===== src/rtl/periph_bus_pkg.sv =====
// Shared definitions for the peripheral bus initiator and its address decoder.
// Contents:
//   - bus widths and latency counter width
//   - default peripheral window (base address / span)
//   - register offsets of the timer peripheral (CONTROL, TIM_CNT, COMPARE, PRESCALER)
//   - FSM state enum pbi_state_t
//   - response payload struct pbi_rsp_t
//   - word-alignment helper
package periph_bus_pkg;

  localparam int unsigned ADDR_W = 32;
  localparam int unsigned DATA_W = 32;
  localparam int unsigned LAT_W  = 3;

  localparam logic [ADDR_W-1:0] PBI_DEFAULT_BASE_ADDR   = 32'h4000_0000;
  localparam logic [ADDR_W-1:0] PBI_DEFAULT_WINDOW_SPAN = 32'h0000_0100;

  // Timer peripheral register offsets within the window
  localparam logic [ADDR_W-1:0] REG_CONTROL   = 32'h0000_0000;
  localparam logic [ADDR_W-1:0] REG_TIM_CNT   = 32'h0000_0004;
  localparam logic [ADDR_W-1:0] REG_COMPARE   = 32'h0000_0008;
  localparam logic [ADDR_W-1:0] REG_PRESCALER = 32'h0000_000C;

  typedef enum logic [1:0] {
    PBI_IDLE   = 2'd0,
    PBI_STROBE = 2'd1,
    PBI_WAIT   = 2'd2,
    PBI_RESP   = 2'd3
  } pbi_state_t;

  // Response beat returned to the core
  typedef struct packed {
    logic              err;
    logic [DATA_W-1:0] rdata;
  } pbi_rsp_t;

  // Peripheral registers are 32-bit words; byte/halfword offsets are rejected
  function automatic logic is_word_aligned(input logic [ADDR_W-1:0] addr);
    return addr[1:0] == 2'b00;
  endfunction

endpackage


===== src/rtl/periph_addr_decode.sv =====
// Combinational window decode for one peripheral slave.
// Ports:
//   addr      in  32  byte address from the core
//   offset    out 32  addr - BASE_ADDR (full-width, upper bits 0 when in window)
//   in_window out 1   addr lies in [BASE_ADDR, BASE_ADDR + WINDOW_SPAN)
//   aligned   out 1   addr is word aligned
module periph_addr_decode
  import periph_bus_pkg::*;
#(
  parameter logic [ADDR_W-1:0] BASE_ADDR   = PBI_DEFAULT_BASE_ADDR,
  parameter logic [ADDR_W-1:0] WINDOW_SPAN = PBI_DEFAULT_WINDOW_SPAN
) (
  input  logic [ADDR_W-1:0] addr,
  output logic [ADDR_W-1:0] offset,
  output logic              in_window,
  output logic              aligned
);

  // Comparing the offset against the span avoids overflow when the window
  // ends at the top of the address space.
  assign offset    = addr - BASE_ADDR;
  assign in_window = (addr >= BASE_ADDR) && (offset < WINDOW_SPAN);
  assign aligned   = is_word_aligned(addr);

endmodule


===== src/rtl/periph_bus_initiator.sv =====
// Single-outstanding initiator between the core load/store path and the
// memory-mapped peripheral register port.
// Ports:
//   clk, rst                       clock, asynchronous active-high reset
//   req_valid/req_ready            core request handshake (req_ready is combinational)
//   req_write/req_addr/req_wdata   request payload
//   rsp_valid/rsp_ready            response handshake
//   rsp_rdata/rsp_err              response payload (rdata 0 for writes and errors)
//   address/wr_en/rd_en/wr_data    peripheral strobe side (registered)
//   rd_data                        peripheral read data, sampled only at the read point
// Build option:
//   PERIPH_BUS_POSTED_WRITE_EN     successful writes return no response beat
module periph_bus_initiator
  import periph_bus_pkg::*;
#(
  parameter logic [ADDR_W-1:0] BASE_ADDR    = PBI_DEFAULT_BASE_ADDR,
  parameter logic [ADDR_W-1:0] WINDOW_SPAN  = PBI_DEFAULT_WINDOW_SPAN,
  parameter int unsigned       READ_LATENCY = 0
) (
  input  logic              clk,
  input  logic              rst,
  input  logic              req_valid,
  output logic              req_ready,
  input  logic              req_write,
  input  logic [ADDR_W-1:0] req_addr,
  input  logic [DATA_W-1:0] req_wdata,
  output logic              rsp_valid,
  input  logic              rsp_ready,
  output logic [DATA_W-1:0] rsp_rdata,
  output logic              rsp_err,
  output logic [ADDR_W-1:0] address,
  output logic              wr_en,
  output logic              rd_en,
  output logic [DATA_W-1:0] wr_data,
  input  logic [DATA_W-1:0] rd_data
);

  localparam logic [1:0] ST_IDLE   = 2'(PBI_IDLE);
  localparam logic [1:0] ST_STROBE = 2'(PBI_STROBE);
  localparam logic [1:0] ST_WAIT   = 2'(PBI_WAIT);
  localparam logic [1:0] ST_RESP   = 2'(PBI_RESP);

  logic [1:0]        state_q, state_d;
  logic              write_q, write_d;
  logic [LAT_W-1:0]  cnt_q, cnt_d;
  logic [ADDR_W-1:0] address_d;
  logic [DATA_W-1:0] wr_data_d;
  logic              wr_en_d, rd_en_d;
  logic              rsp_valid_d;
  pbi_rsp_t          rsp_d;

  logic [ADDR_W-1:0] dec_offset;
  logic              dec_in_window;
  logic              dec_aligned;

  // Window and alignment decode of the incoming request
  periph_addr_decode #(
    .BASE_ADDR   (BASE_ADDR),
    .WINDOW_SPAN (WINDOW_SPAN)
  ) u_decode (
    .addr      (req_addr),
    .offset    (dec_offset),
    .in_window (dec_in_window),
    .aligned   (dec_aligned)
  );

  // Only request path that is not registered; forced low while in reset
  assign req_ready = (state_q == ST_IDLE) && !rst;

  // Next-state and next-output logic
  always_comb begin
    state_d     = state_q;
    write_d     = write_q;
    cnt_d       = cnt_q;
    address_d   = address;
    wr_data_d   = wr_data;
    wr_en_d     = 1'b0;
    rd_en_d     = 1'b0;
    rsp_valid_d = rsp_valid;
    rsp_d.err   = rsp_err;
    rsp_d.rdata = rsp_rdata;

    unique case (state_q)
      ST_IDLE: begin
        if (req_valid && req_ready) begin
          write_d = req_write;
          if (dec_in_window && dec_aligned) begin
            state_d   = ST_STROBE;
            address_d = dec_offset;
            wr_en_d   = req_write;
            rd_en_d   = !req_write;
            if (req_write) begin
              wr_data_d = req_wdata;
            end
          end else begin
            // Decode failure: respond directly, never touch the peripheral
            state_d     = ST_RESP;
            rsp_valid_d = 1'b1;
            rsp_d.err   = 1'b1;
            rsp_d.rdata = '0;
          end
        end
      end

      ST_STROBE: begin
        if (write_q) begin
`ifdef PERIPH_BUS_POSTED_WRITE_EN
          state_d = ST_IDLE;
`else
          state_d     = ST_RESP;
          rsp_valid_d = 1'b1;
          rsp_d.err   = 1'b0;
          rsp_d.rdata = '0;
`endif
        end else if (READ_LATENCY == 0) begin
          // Combinational peripheral: data is valid during the strobe itself
          state_d     = ST_RESP;
          rsp_valid_d = 1'b1;
          rsp_d.err   = 1'b0;
          rsp_d.rdata = rd_data;
        end else begin
          state_d = ST_WAIT;
          cnt_d   = LAT_W'(READ_LATENCY - 1);
        end
      end

      ST_WAIT: begin
        if (cnt_q == '0) begin
          state_d     = ST_RESP;
          rsp_valid_d = 1'b1;
          rsp_d.err   = 1'b0;
          rsp_d.rdata = rd_data;
        end else begin
          cnt_d = cnt_q - LAT_W'(1);
        end
      end

      ST_RESP: begin
        if (rsp_ready) begin
          state_d     = ST_IDLE;
          rsp_valid_d = 1'b0;
        end
      end

      default: begin
        state_d = ST_IDLE;
      end
    endcase
  end

  // State and registered outputs; reset aborts any access without a response
  always_ff @(posedge clk or posedge rst) begin
    if (rst) begin
      state_q   <= ST_IDLE;
      write_q   <= 1'b0;
      cnt_q     <= '0;
      address   <= '0;
      wr_data   <= '0;
      wr_en     <= 1'b0;
      rd_en     <= 1'b0;
      rsp_valid <= 1'b0;
      rsp_err   <= 1'b0;
      rsp_rdata <= '0;
    end else begin
      state_q   <= state_d;
      write_q   <= write_d;
      cnt_q     <= cnt_d;
      address   <= address_d;
      wr_data   <= wr_data_d;
      wr_en     <= wr_en_d;
      rd_en     <= rd_en_d;
      rsp_valid <= rsp_valid_d;
      rsp_err   <= rsp_d.err;
      rsp_rdata <= rsp_d.rdata;
    end
  end

endmodule

===== config.mk =====
export PLATFORM = sky130hd
export DESIGN_NAME = periph_bus_initiator
export DESIGN_NICKNAME = d
export VERILOG_FILES = /design/src/rtl/periph_bus_pkg.sv /design/src/rtl/periph_addr_decode.sv /design/src/rtl/periph_bus_initiator.sv
export SDC_FILE = /design/constraint.sdc
export NUM_CORES = 1
export LEC_CHECK = 0
export ABC_CLOCK_PERIOD_IN_PS = 8250
export CAP_MARGIN = 20
export CORE_UTILIZATION = 44
export CTS_CLUSTER_SIZE = 40
export DETAILED_ROUTE_END_ITERATION = 16
export PLACE_DENSITY = 0.93
export SYNTH_ARGS = -nofsm -noshare
export SYNTH_HDL_FRONTEND = slang
export SYNTH_SLANG_ARGS = --single-unit

===== constraint.sdc =====
create_clock -name clk -period 8.25 [get_ports clk]
set_input_delay 1.65 -clock clk [delete_from_list [all_inputs] [get_ports clk]]
set_output_delay 1.65 -clock clk [all_outputs]
set_load 0.01 [all_outputs]

Yosys cells after proc, flatten, opt, wreduce, memory -nomap -nowiden

Index checks and enable logic that the tools add are counted.
W data, S select, Z words.

Register bits after elaboration: 106
Word-level logic and storage cells: 60
Input bits: 101
Output and inout port bits: 101

Bitwise gates (word level): 1
Muxes and demuxes: 21
Reduce and logical (&&, ||, !) cells: 17
Add/sub/neg operators: 2
$lt $le $gt $ge: 2
Equality and inequality tests: 7

Operator list:

| operator                 | count |
|---|---|
| $mux W33                 | 3 |
| $pmux W33 S3             | 1 |
| $ge A32 B31 Y1 const B   | 1 |
| $lt A32 B9 Y1 const B    | 1 |
| $mux W32                 | 1 |
| $sub A32 B31 Y32 const B | 1 |
| $reduce_and A4 Y1        | 3 |
| $mux W1                  | 10 |
| $mux W2                  | 4 |
| $pmux W2 S4              | 1 |
| $ne A2 B2 Y1 const B     | 3 |
| $reduce_and A3 Y1        | 2 |
| $eq A2 B2 Y1 const B     | 2 |
| $logic_and A1 B1 Y1      | 4 |
| $logic_not A2 Y1         | 2 |
| $pmux W1 S4              | 1 |
| $reduce_and A2 Y1        | 2 |
| $logic_not A3 Y1         | 1 |
| $reduce_bool A3 Y1       | 1 |
| $sub A3 B1 Y3 const B    | 1 |
| $eq A2 B1 Y1 const B     | 1 |
| $logic_not A1 Y1         | 2 |
| $ne A2 B1 Y1 const B     | 1 |
| $not A1 Y1               | 1 |

Longest topological paths before layout

Gate-level depths: netlist of run 1.

Depth after elaboration: 7
Gate-level depth with buffers: 8
Mapped depth without buffers: 7

By module

Synthesis of run 1 repeated with hierarchy kept, for this count alone.

Cells, all modules: 382
Area, all modules: 4867.2 um2

By module, submodules not included:

| module               | instances | seq. area each (um2) | area an instance (um2) | cells each |
|---|---|---|---|---|
| periph_bus_initiator | 1         | 2652.5               | 4519.3                 | 334 |
| periph_addr_decode   | 1         | 0.0                  | 347.8                  | 48 |

Least setup slack after synthesis of run 1

Ideal clock, no wire load.

Kind: input port to output port
Start point: in rst
End point: out req_ready
Stages: 1
Arrival time: 1807 ps
Path buffers: 0
Path slack: 4793 ps
Required time: 6600 ps
Cells stage by stage: nor2_1

Word-level cells in the longest chain between the ends: 2

Ends and longest elaborated chain:

| what                              | RTL line                   | source |
|---|---|---|
| from (decl)                       | periph_bus_initiator.sv:21 | `input logic rst,` |
| $logic_not A1 Y1 (no source line) | n/a                        |  |
| $logic_and A1 B1 Y1               | periph_bus_initiator.sv:68 | `assign req_ready = (state_q == ST_IDLE) && !rst;` |
| to (decl)                         | periph_bus_initiator.sv:23 | `output logic req_ready,` |

No other way between the ends.

Worst setup path after layout of run 1

Same ends and word-level chain as after synthesis.

==> flow_metrics.py, run 1 <==
metrics = {
    "run_status": {
        "status": "finished clean",
    },
    "clocking": {
        "cts_sinks": 106,
        "postCtsResizedCells": 0,
        "numCtsBuffers": 9,
        "cts-root-buf": "clkbuf_8",
        "clock_latency_ns": 0.36,
        "cts_tree": "yes",
        "clkTransAtPathRegs_ns": 0.11,
        "cts.path.max_buffers": 2,
        "cts_hold_buf": 0,
        "htree_levels": 3,
        "postCtsSetupBuffers": 0,
    },
    "die": {
        "die_area_um2": 10150,
        "io_pins": 202,
        "coreArea_um2": 9328,
        "die_h_um": 100.8,
        "rows": 35,
        "initial_core_util": 0.4601,
        "fp.dieW_um": 100.8,
    },
    "timing": {
        "fin_skew_ns": 0.01119,
        "period_minus_slack_ns": 4.486,
        "slew_viol_final": 0,
        "hold_violations": 0,
        "worst_pin_slew_ns": 0.9437,
        "timing.fmax_mhz": 222.9,
        "whs_ns": 0.5001,
        "fin_setup_tns_ns": 0,
        "timing.final.crit_share": 0.5438,
        "setup_violations": 0,
        "rsz0062_at_grt": "no",
        "slew_headroom": 0.3709,
    },
    "power_and_ir_drop": {
        "leakage_nw": 2.941,
        "combPwrFrac": 0.369,
        "irDropWorstVdd_v": 0.0001652,
        "p_sw_uw": 525.6,
        "p_per_area_nw_per_um2": 233.9,
        "seq_power_share": 0.428,
        "switching_share": 0.3373,
        "p_int_mw": 1.033,
        "pwr-share-clk": 0.203,
    },
    "hold_path": {
        "min_from": "rsp_rdata[17]",
        "hp-class": "reg -> reg",
        "hold_depth": 1,
        "holdPathEnd": "rsp_rdata[17]",
    },
    "critical_path": {
        "cp-start-kind": "primary input",
        "r2r_cells": 7,
        "rrSetupSlack_ns": 5.50,
        "critPathMaxStageDelay_ns": 0.55,
        "critPathKind": "in -> out",
        "critPathCaptureType": "primary output",
        "cp.arrival_ns": 2.84,
        "path_common_cell": "clkdlybuf4s50_1",
        "r2r-end": "wr_data[17]",
        "critical-path-slowest-cell": "clkdlybuf4s50_1",
        "critPathRequiredTime_ns": 6.60,
        "worstPathCellList": "clkdlybuf4s50_1, nor2_1, clkdlybuf4s50_1",
        "cp_max_fo": 4,
        "rr_startpoint": "state_q[0]",
    },
    "run": {
        "cap_violations": 0,
    },
    "global_route": {
        "grt_util_all_layers": 0.2196,
        "grt_pass1_wl_mm": 17.06,
        "grt_pass1_vias": 3478,
        "antenna_found_initial": 0,
        "grt-ovfl-total": 0,
        "grt_max_degree": 76,
    },
    "synthesis": {
        "synth-seq-area-share": 0.6181,
        "yosysTopAreaCell": "dfrtp_1",
        "ys_types": 36,
        "synthesis.nets": 424,
        "syn_area_per_cell_um2": 13.62,
        "synth_warnings": 0,
        "syn_inst": 315,
        "synth_area_um2": 4292,
        "synth_top_area_share": 0.6181,
        "synthTopCellsByArea": "dfrtp_1 62%, mux2_2 9.7%, o2bb2ai_1 6.5%",
        "synth-seq-cells": 106,
    },
    "placed_design": {
        "io_buffers": 201,
        "dp_hpwl_mm": 7.993,
        "place_area_um2": 6424,
        "dp_cells": 633,
        "place.gp.congestion": 0.7386,
    },
    "final_layout": {
        "seq_area_um2": 2653,
        "fin_nets": 625,
        "final_area_um2": 6661,
        "multi_input_area_um2": 1505,
        "area_growth_pct": 55.22,
        "fin_cells": 650,
        "diodes": 0,
        "nFillCells": 642,
        "layout-drive-gt1-share": 0.1344,
    },
    "detailed_routing": {
        "wirelength_mm": 11.01,
        "first_pass_iters": 4,
        "via_count": 3281,
        "drt_iter0_markers": 64,
        "drc": 0,
        "drtAntennaViolNets": 0,
        "vias_per_cell": 5.048,
        "routedWlPerCell_um": 16.94,
    },
}
[how the worst max path moves through the flow]
stage | from | end | slack [ns] | cells past startpoint
after floorplan | rst | address[0] | 3.81 | 1
after global placement | rst | req_ready | 3.81 | 3
after detailed placement | rst | req_ready | 3.76 | 3
after CTS | rst | req_ready | 3.75 | 3
after global routing | rst | req_ready | 3.73 | 3
final | rst | req_ready | 3.76 | 3
[cell type report]
type | count | area share
clock inverter | 7 | 0.01296
inverter | 12 | 0.007137
sequential | 106 | 0.3982
tap | 129 | 0.02423
clock buffer | 9 | 0.01860
multi-input combinational | 179 | 0.2260
timing repair buffer | 208 | 0.3129
[layout by cell type, fill, tap and decap left out, drive strengths merged, types with 3 or more instances in the layout]
master,instances
clkdlybuf4s50,201
dfrtp,106
mux2,40
nand3,33
o2bb2ai,32
nor2b,27
inv,15
clkbuf,9
ha,8
buf,7
nor4,7
nand2,6
clkinv,4
nor2,3
[cells by family (layout without fill, tap and decap cells)]
kind of cell / Yosys count / in the layout / synth area share
DFF: 106 / 106 / 0.6181
and+or+nand+nor: 84 / 84 / 0.1201
AOI/OAI and AO/OA: 44 / 44 / 0.09242
muxes: 42 / 42 / 0.1096
buffers and inverters: 30 / 236 / 0.03440
adders and majority gates: 8 / 8 / 0.02332
xor gates and xnor gates: 1 / 1 / 0.002041
[routing by layer]
layer | wire [um] | global-route usage | vias up
li1 | - | - | 1525
met1 | 4334 | 0.2521 | 1614
met2 | 5794 | 0.4057 | 130
met3 | 779 | 0.05132 | 12
met4 | 104 | 0.06577 | 0
met5 | 0 | 0 | -
[synthesized netlist by cell type (all sizes together)]
master     n
a211oi     1
nand2      6
xnor2      1
o21ai      2
nand4      1
nor3       1
nor2       3
o221ai     1
nand2b     2
a21bo      1
dfrtp    106
buf       11
nor4b      2
o2bb2ai   32
a21o       1
nor2b     27
nor4       7
inv       12
a21oi      1
nand3     33
mux2      40
o31a       1
or4        1
o21a       1
nor3b      1
mux2i      2
o311ai     1
o31ai      2
ha         8
clkbuf     7
[state kept, by name, summed over array words and instances, names as in the netlist]
name       flops
state_q        2
rsp_valid      1
cnt_q          3
write_q        1
rsp_err        1
wr_en          1
address       32
rd_en          1
wr_data       32
rsp_rdata     32
[metrics by stage]
| stage | setup slack, ns | utilization | power (mW) |
|---|---|---|---|
| detailed placement | 3.755 | 0.6887 | 1.227 |
| CTS | 3.747 | 0.7112 | 1.550 |
| global placement | 3.805 | 0.6887 | 1.209 |
| floorplan | 3.811 | - | 0.9320 |
| finish | 3.764 | 0.7142 | 1.558 |
| global route | 3.729 | 0.7142 | 1.644 |
[power by group through the flow]
stage	Sequential [mW]	Combinational [mW]	Clock, mW
after floorplan	0.707	0.225	0
after global placement	0.671	0.538	0
after detailed placement	0.671	0.556	0
after CTS	0.667	0.556	0.328
after global routing	0.678	0.614	0.352
final	0.668	0.575	0.316
[worst max-delay path, delay by kind of cell]
kind                   cells  cell delay, ns
buffers and inverters      2            1.05
and+or+nand+nor            1            0.13
Note: power is estimated with default switching activity, not from simulation.
==> run 2, diff against run 1 <==
--- a/config.mk
+++ b/config.mk
@@ -5,12 +5,12 @@
 export SDC_FILE = /design/constraint.sdc
 export NUM_CORES = 1
 export LEC_CHECK = 0
-export ABC_CLOCK_PERIOD_IN_PS = 8250
+export ABC_CLOCK_PERIOD_IN_PS = 3700
 export CAP_MARGIN = 20
-export CORE_UTILIZATION = 44
+export CORE_UTILIZATION = 37
 export CTS_CLUSTER_SIZE = 40
 export DETAILED_ROUTE_END_ITERATION = 16
-export PLACE_DENSITY = 0.93
+export PLACE_DENSITY = 0.84
 export SYNTH_ARGS = -nofsm -noshare
 export SYNTH_HDL_FRONTEND = slang
 export SYNTH_SLANG_ARGS = --single-unit
==> constraint.sdc (replaced) <==
create_clock -name clk -period 3.7 [get_ports clk]
set_input_delay 0.74 -clock clk [delete_from_list [all_inputs] [get_ports clk]]
set_output_delay 0.74 -clock clk [all_outputs]
set_load 0.01 [all_outputs]
==> run 2 against run 1 <==
Against the previous run: final cell count rose by 1.8%; count of clock-buffer cells in the layout is 4 higher; routed wire length shrank 2.2%; global-route usage shrank 3.5 points; non-clock buffer count grew 2; combinational power increased by 120%; total power increased by 140%; clock power increased to 2.9 times the previous value; sequential cell count did not move; hold slack got worse by 0.017 ns; largest cell class unchanged; highest routed layer unchanged.
==> flow_metrics.py, run 2 (synthesis results as in run 1) <==
metrics = {
    "run_status": {
        "status": "finished clean",
    },
    "timing": {
        "worst_pin_slew_ns": 0.6751,
        "timing.final.crit_share": 0.8145,
        "slew_viol_final": 0,
        "rsz0062_at_grt": "no",
        "slew_headroom": 0.5499,
        "fin_skew_ns": 0.004809,
        "fin_setup_tns_ns": 0,
        "whs_ns": 0.4832,
        "period_minus_slack_ns": 3.014,
        "timing.fmax_mhz": 331.8,
        "hold_violations": 0,
        "setup_violations": 0,
    },
    "critical_path": {
        "cp-start-kind": "primary input",
        "cp_max_fo": 32,
        "critPathRequiredTime_ns": 3.91,
        "rrSetupSlack_ns": 0.96,
        "critPathCaptureType": "flip-flop",
        "critPathKind": "in -> reg",
        "cp.arrival_ns": 3.23,
    },
    "global_route": {
        "grt_use_met3": 0.05631,
        "met2_usage": 0.3270,
        "grt_pass1_wl_mm": 17.08,
        "top_usage_layer": "met2",
        "grt_max_degree": 54,
        "antenna_found_initial": 0,
        "grt_pass1_vias": 3482,
        "grt_util_all_layers": 0.1849,
        "grt-ovfl-total": 0,
        "met1_usage": 0.2112,
    },
    "placed_design": {
        "dp_hpwl_mm": 7.819,
        "place.gp.congestion": 0.7538,
        "io_buffers": 201,
    },
    "final_layout": {
        "diodes": 0,
        "mostFrequentLayoutCells": "201 x clkdlybuf4s50_1, 106 x dfrtp_1, 37 x mux2_2",
        "fin_nets": 627,
        "area_growth_pct": 57.70,
        "layout-drive-gt1-share": 0.1303,
        "top_regs": "address: 32 flops, rsp_rdata: 32 flops, wr_data: 32 flops",
        "multi_input_area_um2": 1505,
        "final_common_cell": "clkdlybuf4s50_1",
        "nFillCells": 885,
        "seq_area_um2": 2653,
    },
    "die": {
        "die_h_um": 109.7,
        "initial_core_util": 0.3874,
        "die_area_um2": 12030,
        "rows": 38,
        "io_pins": 202,
        "fp.dieW_um": 109.7,
        "coreArea_um2": 11080,
    },
    "hold_path": {
        "hp-class": "reg -> reg",
    },
    "clocking": {
        "clock_latency_ns": 0.33,
        "cts_tree": "yes",
        "htree_levels": 3,
        "cts_sinks": 106,
        "cts-root-buf": "clkbuf_16",
        "clkTransAtPathRegs_ns": 0.06,
        "cts.path.max_buffers": 2,
        "postCtsSetupBuffers": 0,
        "postCtsResizedCells": 0,
        "numCtsBuffers": 9,
        "cts_hold_buf": 0,
    },
    "detailed_routing": {
        "drtAntennaViolNets": 0,
        "first_pass_iters": 4,
        "drt_iter0_markers": 84,
        "via_count": 3287,
        "drc": 0,
        "routedWlPerCell_um": 16.26,
        "vias_per_cell": 4.965,
        "wirelength_mm": 10.77,
    },
    "power_and_ir_drop": {
        "irDropWorstVdd_v": 0.0003637,
        "p_per_area_nw_per_um2": 546.4,
        "leakage_nw": 2.983,
    },
    "run": {
        "cap_violations": 0,
    },
}
## run 2: cell types whose count changed in the layout (fill, tap and decap cells not counted), moves of 2 or more
cell,change
clkinv_8,-3
clkbuf_16,+9
clkbuf_8,-8
clkbuf_1,+3
buf_4,+2
inv_6,-2
## run 2: report_power, final
| part | internal [mW] | switching (mW) |
|---|---|---|
| Sequential | 1.36 | 0.131 |
| Combinational | 0.670 | 0.607 |
| Clock | 0.541 | 0.387 |
| Total | 2.57 | 1.12 |
## run 2: cell type report
cell class                      count  area share
Clock buffer                       13     0.03698
Tap cell                          140     0.02588
Timing Repair Buffer              210      0.3102
Multi-Input combinational cell    179      0.2224
Sequential cell                   106      0.3919
Clock inverter                      2    0.005546
Inverter                           12    0.007025
## run 2: metal layers
metal	part of all wire	vias up
li1	-	1521
met4	0.012	0
met2	0.50	130
met1	0.40	1626
met5	0	-
met3	0.088	10
## run 2: critical path, cell delays in order
cell             delay [ns]
clkdlybuf4s50_1        0.49
ha_1                   0.14
nor4b_1                0.26
nand3_1                0.43
nor4_4                 0.34
buf_4                  0.41
mux2_2                 0.39
## run 2: per-stage QoR
step / area [um2] / setup WS [ns] / cells / power (mW) / utilization
final: 6768 / 0.6864 / 662 / 3.698 / 0.6109
after global routing: 6768 / 0.5608 / 662 / 3.897 / 0.6109
after CTS: 6740 / 0.6699 / 661 / 3.692 / 0.6084
after detailed placement: 6452 / 0.3378 / 646 / 2.741 / 0.5824
after global placement: 6452 / 0.4421 / 646 / 2.711 / 0.5824
after floorplan: 4292 / 0.1711 / 315 / 2.078 / -
## run 2: final timing paths
path,depth (start not counted),end,from
worst max-delay path,7,wr_data[24],req_addr[30]
worst min-delay path,2,cnt_q[2],cnt_q[2]
worst max register to register,7,wr_data[24],state_q[0]
worst min register to register,2,cnt_q[2],cnt_q[2]
max in group asynchronous,3,address[30],rst
min in group asynchronous,2,write_q,rst
